$ cat src/rtl/stopwatch_timebase.sv
// stopwatch_timebase
//   Stopwatch core: prescaler that turns clk into 0.01 s ticks, an
//   IDLE/RUN/PAUSED control FSM, a BCD time cascade (cs, s, min), and a lap
//   freeze register that holds the display while the time keeps counting.
//
// Ports
//   clk         system clock, all state on the rising edge
//   reset       asynchronous, active-high
//   start_stop  pulse: IDLE->RUN, RUN->PAUSED, PAUSED->RUN
//   clear       pulse: zero time/prescaler/overflow/lap outside RUN
//   lap         pulse: freeze display (in RUN) or release it (any state)
//   running     high while in RUN
//   lap_active  high while the display is frozen
//   tick        one-cycle pulse per 0.01 s increment
//   overflow    sticky flag, set when time wraps past MAX_MIN:59.99
//   cs_*/s_*/m_* BCD display digits
module stopwatch_timebase #(
    parameter int DIV_COUNT = 1000000,
    parameter int MAX_MIN   = 99
) (
    input  logic       clk,
    input  logic       reset,
    input  logic       start_stop,
    input  logic       clear,
    input  logic       lap,
    output logic       running,
    output logic       lap_active,
    output logic       tick,
    output logic       overflow,
    output logic [3:0] cs_ones,
    output logic [3:0] cs_tens,
    output logic [3:0] s_ones,
    output logic [3:0] s_tens,
    output logic [3:0] m_ones,
    output logic [3:0] m_tens
);

    localparam int         PW    = $clog2(DIV_COUNT);
    localparam logic [PW-1:0] LAST = PW'(DIV_COUNT - 1);
    localparam logic [3:0] MAX_T = 4'(MAX_MIN / 10);
    localparam logic [3:0] MAX_O = 4'(MAX_MIN % 10);

    typedef enum logic [1:0] {IDLE, RUN, PAUSED} state_t;

    state_t          state, state_next;
    logic [PW-1:0]   presc;
    // digit index: 0 cs ones, 1 cs tens, 2 s ones, 3 s tens, 4 min ones, 5 min tens
    logic [5:0][3:0] time_q, time_next, cap_q, disp;
    logic            wrap, roll;
    logic            do_clear, lap_on, lap_off;

    // Prescaler terminal count in RUN is the 0.01 s increment edge.
    assign wrap = (state == RUN) && (presc == LAST);

    // start_stop outranks clear and lap; clear outranks lap.
    assign do_clear = !start_stop && clear && (state != RUN);
    assign lap_on   = !start_stop && !do_clear && lap && !lap_active && (state == RUN);
    assign lap_off  = !start_stop && !do_clear && lap && lap_active;

    // -------------------------------------------------------------- FSM
    always_comb begin
        state_next = state;
        if (start_stop) begin
            case (state)
                IDLE:    state_next = RUN;
                RUN:     state_next = PAUSED;
                PAUSED:  state_next = RUN;
                default: state_next = IDLE;
            endcase
        end else if (clear && state == PAUSED) begin
            state_next = IDLE;
        end
    end

    // ------------------------------------------------------ BCD cascade
    // All carries ripple combinationally so the whole increment lands on
    // a single edge.
    always_comb begin
        time_next = time_q;
        roll      = 1'b0;
        if (wrap) begin
            if (time_q[0] != 4'd9) time_next[0] = time_q[0] + 4'd1;
            else begin
                time_next[0] = 4'd0;
                if (time_q[1] != 4'd9) time_next[1] = time_q[1] + 4'd1;
                else begin
                    time_next[1] = 4'd0;
                    if (time_q[2] != 4'd9) time_next[2] = time_q[2] + 4'd1;
                    else begin
                        time_next[2] = 4'd0;
                        if (time_q[3] != 4'd5) time_next[3] = time_q[3] + 4'd1;
                        else begin
                            time_next[3] = 4'd0;
                            if (time_q[5] == MAX_T && time_q[4] == MAX_O) begin
                                time_next[4] = 4'd0;
                                time_next[5] = 4'd0;
                                roll         = 1'b1;
                            end else if (time_q[4] != 4'd9) begin
                                time_next[4] = time_q[4] + 4'd1;
                            end else begin
                                time_next[4] = 4'd0;
                                time_next[5] = time_q[5] + 4'd1;
                            end
                        end
                    end
                end
            end
        end
    end

    // ------------------------------------------------------- registers
    always_ff @(posedge clk or posedge reset) begin
        if (reset) begin
            state      <= IDLE;
            running    <= 1'b0;
            lap_active <= 1'b0;
            tick       <= 1'b0;
            overflow   <= 1'b0;
            presc      <= '0;
            time_q     <= '0;
            cap_q      <= '0;
        end else begin
            state   <= state_next;
            running <= (state_next == RUN);
            tick    <= wrap;
            if (do_clear) begin
                presc      <= '0;
                time_q     <= '0;
                overflow   <= 1'b0;
                lap_active <= 1'b0;
            end else begin
                if (state == RUN) begin
                    presc  <= wrap ? '0 : presc + PW'(1);
                    time_q <= time_next;
                    if (roll) overflow <= 1'b1;
                end
                if (lap_on) begin
                    lap_active <= 1'b1;
                    cap_q      <= disp;   // what the user sees this cycle
                end else if (lap_off) begin
                    lap_active <= 1'b0;
                end
            end
        end
    end

    // Live time goes straight to the outputs so a new value appears in the
    // same cycle as its tick pulse.
    assign disp    = lap_active ? cap_q : time_q;
    assign cs_ones = disp[0];
    assign cs_tens = disp[1];
    assign s_ones  = disp[2];
    assign s_tens  = disp[3];
    assign m_ones  = disp[4];
    assign m_tens  = disp[5];

endmodule

$ cat config.mk
export PLATFORM = sky130hd
export DESIGN_NAME = stopwatch_timebase
export DESIGN_NICKNAME = d
export VERILOG_FILES = /design/src/rtl/stopwatch_timebase.sv
export SDC_FILE = /design/constraint.sdc
export NUM_CORES = 1
export LEC_CHECK = 0
export CAP_MARGIN = 0
export CORE_MARGIN = 1
export CORE_UTILIZATION = 40
export CTS_CLUSTER_DIAMETER = 120
export CTS_CLUSTER_SIZE = 12
export DETAILED_ROUTE_END_ITERATION = 7
export SYNTH_ARGS = -nofsm -noshare
export SYNTH_HDL_FRONTEND = slang
export SYNTH_SLANG_ARGS = --single-unit
export TNS_END_PERCENT = 5
$ cat constraint.sdc
create_clock -name clk -period 2.8 [get_ports clk]
set_input_delay 0.28 -clock clk [delete_from_list [all_inputs] [get_ports clk]]
set_output_delay 0.28 -clock clk [all_outputs]
set_load 0.02 [all_outputs]
==> metrics.md, run 1 <==
| Metric | Value |
|---|---|
| Outcome | finished with violations |
| Failing checks | DRC |
| Ports | 33 |
| Post-synth EDFFs | 0 |
| Max-Slew Margin vs Limit | 0.659 |
| Final Max Tran Viols | 0 |
| Minimum clock period | 2.40 ns |
| FF/Latch Area | 1850 um^2 |
| First-pass GRT wire length | 14800 um |
| Routed len/inst | 15.2 um |
| N_diodes | 0 |
| Peak supply drop | 0.000249 V |
| Sequential area share after synthesis | 0.463 |
| Worst path max stage delay | 0.51 ns |
| Power per cell area | 686 nW/um^2 |
| Syn Inst Count | 391 |
| Cells taking the most area after synthesis | dfrtp_1 46%, mux2_2 12%, ha_1 4.1% |
| Cell variety after synth | 49 |
| H-tree levels | 3 |
| Clk slew on worst S/H paths | 0.09 ns |
| DR DRC count | 1 |
| Core Region | 9730 um^2 |
| Detailed Place HPWL | 5910 um |
| Crit path DAT | 2.68 ns |
| CP required | 3.08 ns |
| Min-delay worst type | in2async |
| Vias/cell | 5.45 |
| Final Wtd Congestion | 0.795 |
| Initial DRC Count | 126 |
| CP Max Fanout | 15 |
| Final setup viols | 0 |
| Mapped Area | 4000 um^2 |
| Max-cap violations | 0 |
| Die H | 102 um |
| Crit path max-delay family | simple AND/OR/NAND/NOR gates |
| Root Driver | clkbuf_8 |
| Initial antenna violation count | 0 |
| Commonest cells in the netlist | 74 x dfrtp_1, 42 x mux2_2, 30 x nand2_1, 30 x o21ai_0 |
| Hold_buf cts | 0 |
| Fill cell count | 931 |
| TritonCTS clock tree | yes |
| Post-route non-filler standard cell count | 570 |
| Mapped Nets | 409 |
| Worst Setup End Kind | flop |
| Multi-input combinational cell area | 2040 um^2 |
| PortBufs | 32 |
| Area growth from synthesis to layout | 18.8% |
| Slowest-stage cell, CP | or4_1 |
| Top cell type by total area after synthesis | dfrtp_1 |
| Setup TNS | 0 ns |
| RSZ-0062 raised after global routing | false |
| Synth top area share | 0.463 |
| Critical path class | reg2reg |
| Chip width | 102 um |
| Seq cells post-synth | 74 |
| Most common flop cell mapped by yosys | dfrtp_1 |
| Async S/R FF share, synth | 1.00 |
| Post-CTS setup buffer count | 0 |
| Final Hold Viols | 0 |
| Total number of vias | 3108 |
| Most frequent cell after synthesis | dfrtp_1 |
| Later-pin clock latency in the skew report | 0.35 ns |
| Post-CTS Resized | 0 |
| Full die area | 10400 um^2 |
| Least-Margin Pin Slew | 0.510 ns |
| Detailed-route wire length | 8670 um |
| Routed Antenna Nets | 0 |
| Initial Utilization | 0.411 |
| Row cnt | 36 |
| Number of global-route vias before repair | 3127 |
| Fmax | 417 MHz |
| Grt total ovfl | 0 |
| # placed instances | 554 |
| Drt first pass iters | 6 |
| Most used cell, CP | nand3_1 |
| Avg Cell Area, Syn | 10.2 um^2 |
| Net count, final | 450 |
| Clock Path Buffers | 2 |
| Critical path startpoint category | flop |
| CTS Buf Count | 9 |
| Tcrit/Tclk final | 0.857 |
| Synth warnings | 0 |
| Leakage power | 2.09 nW |
| Skew final | 0.0111 ns |
| Fraction of layout cells with a size suffix above 1 | 0.188 |
| Worst-path cell chain | ha_1, nand3_1, nor4_2, nand3_1, buf_4, or4_1, a21oi_1 |
| Largest net degree at the start of global routing | 75 |
| CP Buf/Inv Count | 1 |
| CTS sink cnt | 74 |
| Total GRT Usage | 0.183 |
[worst min-delay path, delay by kind of cell]
family                 cells  cell delay (ns)
buffers and inverters      3             0.80
[final timing paths]
kind / start / to / slack [ns] / cells after the start
setup / recovery: presc[0]$_DFFE_PP0P_ / time_q[9]$_DFFE_PP0P_ / 0.40 / 7
hold / removal: reset / lap_active$_DFFE_PP0P_ / 0.31 / 3
setup reg to reg: presc[0]$_DFFE_PP0P_ / time_q[9]$_DFFE_PP0P_ / 0.40 / 7
hold reg to reg: cap_q[20]$_DFFE_PP0P_ / cap_q[20]$_DFFE_PP0P_ / 0.51 / 1
min in group clk: cap_q[20]$_DFFE_PP0P_ / cap_q[20]$_DFFE_PP0P_ / 0.51 / 1
max in group asynchronous: reset / presc[18]$_DFFE_PP0P_ / 2.15 / 3
[cell families after synthesis]
family / after synthesis / share of synthesized area
xor gates and xnor gates: 11 / 0.0241
buffers and inverters: 28 / 0.0272
DFF: 74 / 0.463
and+or+nand+nor: 143 / 0.197
muxes: 47 / 0.132
AOI/OAI and AO/OA: 75 / 0.115
adders and majority gates: 13 / 0.0407
[where the power goes]
group / internal, mW / total, mW / switching (mW)
Clock: 0.435 / 0.855 / 0.419
Sequential: 1.23 / 1.39 / 0.157
Combinational: 0.443 / 1.02 / 0.576
[sequential cells by signal (all words and copies together) (netlist names)]
signal and flops:
cap_q 24, time_q 24, presc 20, state 2
lap_active 1, overflow 1, running 1, tick 1
[area by class of cell]
| class | instances | share of cell area |
|---|---|---|
| clock buffer | 10 | 0.0290 |
| clock inverter | 6 | 0.0140 |
| inverter | 11 | 0.00869 |
| multi-input combinational | 289 | 0.430 |
| sequential | 74 | 0.390 |
| tap | 133 | 0.0350 |
| timing repair buffer | 47 | 0.0938 |
[stage by stage]
step	total power, mW	cell area (um^2)	setup slack, ns	hold WS, ns	util
after global placement	2.42	4550	0.495	0.483	0.467
after detailed placement	2.44	4550	0.420	0.491	0.467
final	3.26	4750	0.401	0.313	0.488
after CTS	3.30	4750	0.411	0.339	0.488
after global routing	3.47	4750	0.203	0.411	0.488
after floorplan	2.05	4000	0.579	0.473	-
[cell usage in the layout (no fill, tap or decap), types with 8 or more instances in the layout]
| master | count |
|---|---|
| o21ai_0 | 30 |
| clkbuf_8 | 10 |
| ha_1 | 13 |
| and3_1 | 8 |
| nor2_1 | 21 |
| nand2_1 | 30 |
| clkdlybuf4s50_1 | 32 |
| buf_4 | 14 |
| inv_1 | 10 |
| nand3_1 | 21 |
| mux2_2 | 42 |
| xor2_1 | 10 |
| nor3_1 | 10 |
| dfrtp_1 | 74 |
| a21oi_1 | 14 |
[layer usage]
layer / part of all wire / global-route usage
met5: 0 / 0
met4: 0.018 / 0.0758
met3: 0.020 / 0.0253
met2: 0.49 / 0.309
met1: 0.48 / 0.237
(Power assumes the default switching activity.)
==> run 2: changes to the inputs <==
CTS_CLUSTER_DIAMETER = 100   (was 120)
==> results of run 2 <==
Final layout, timing and power as in run 1 (identical DEF).
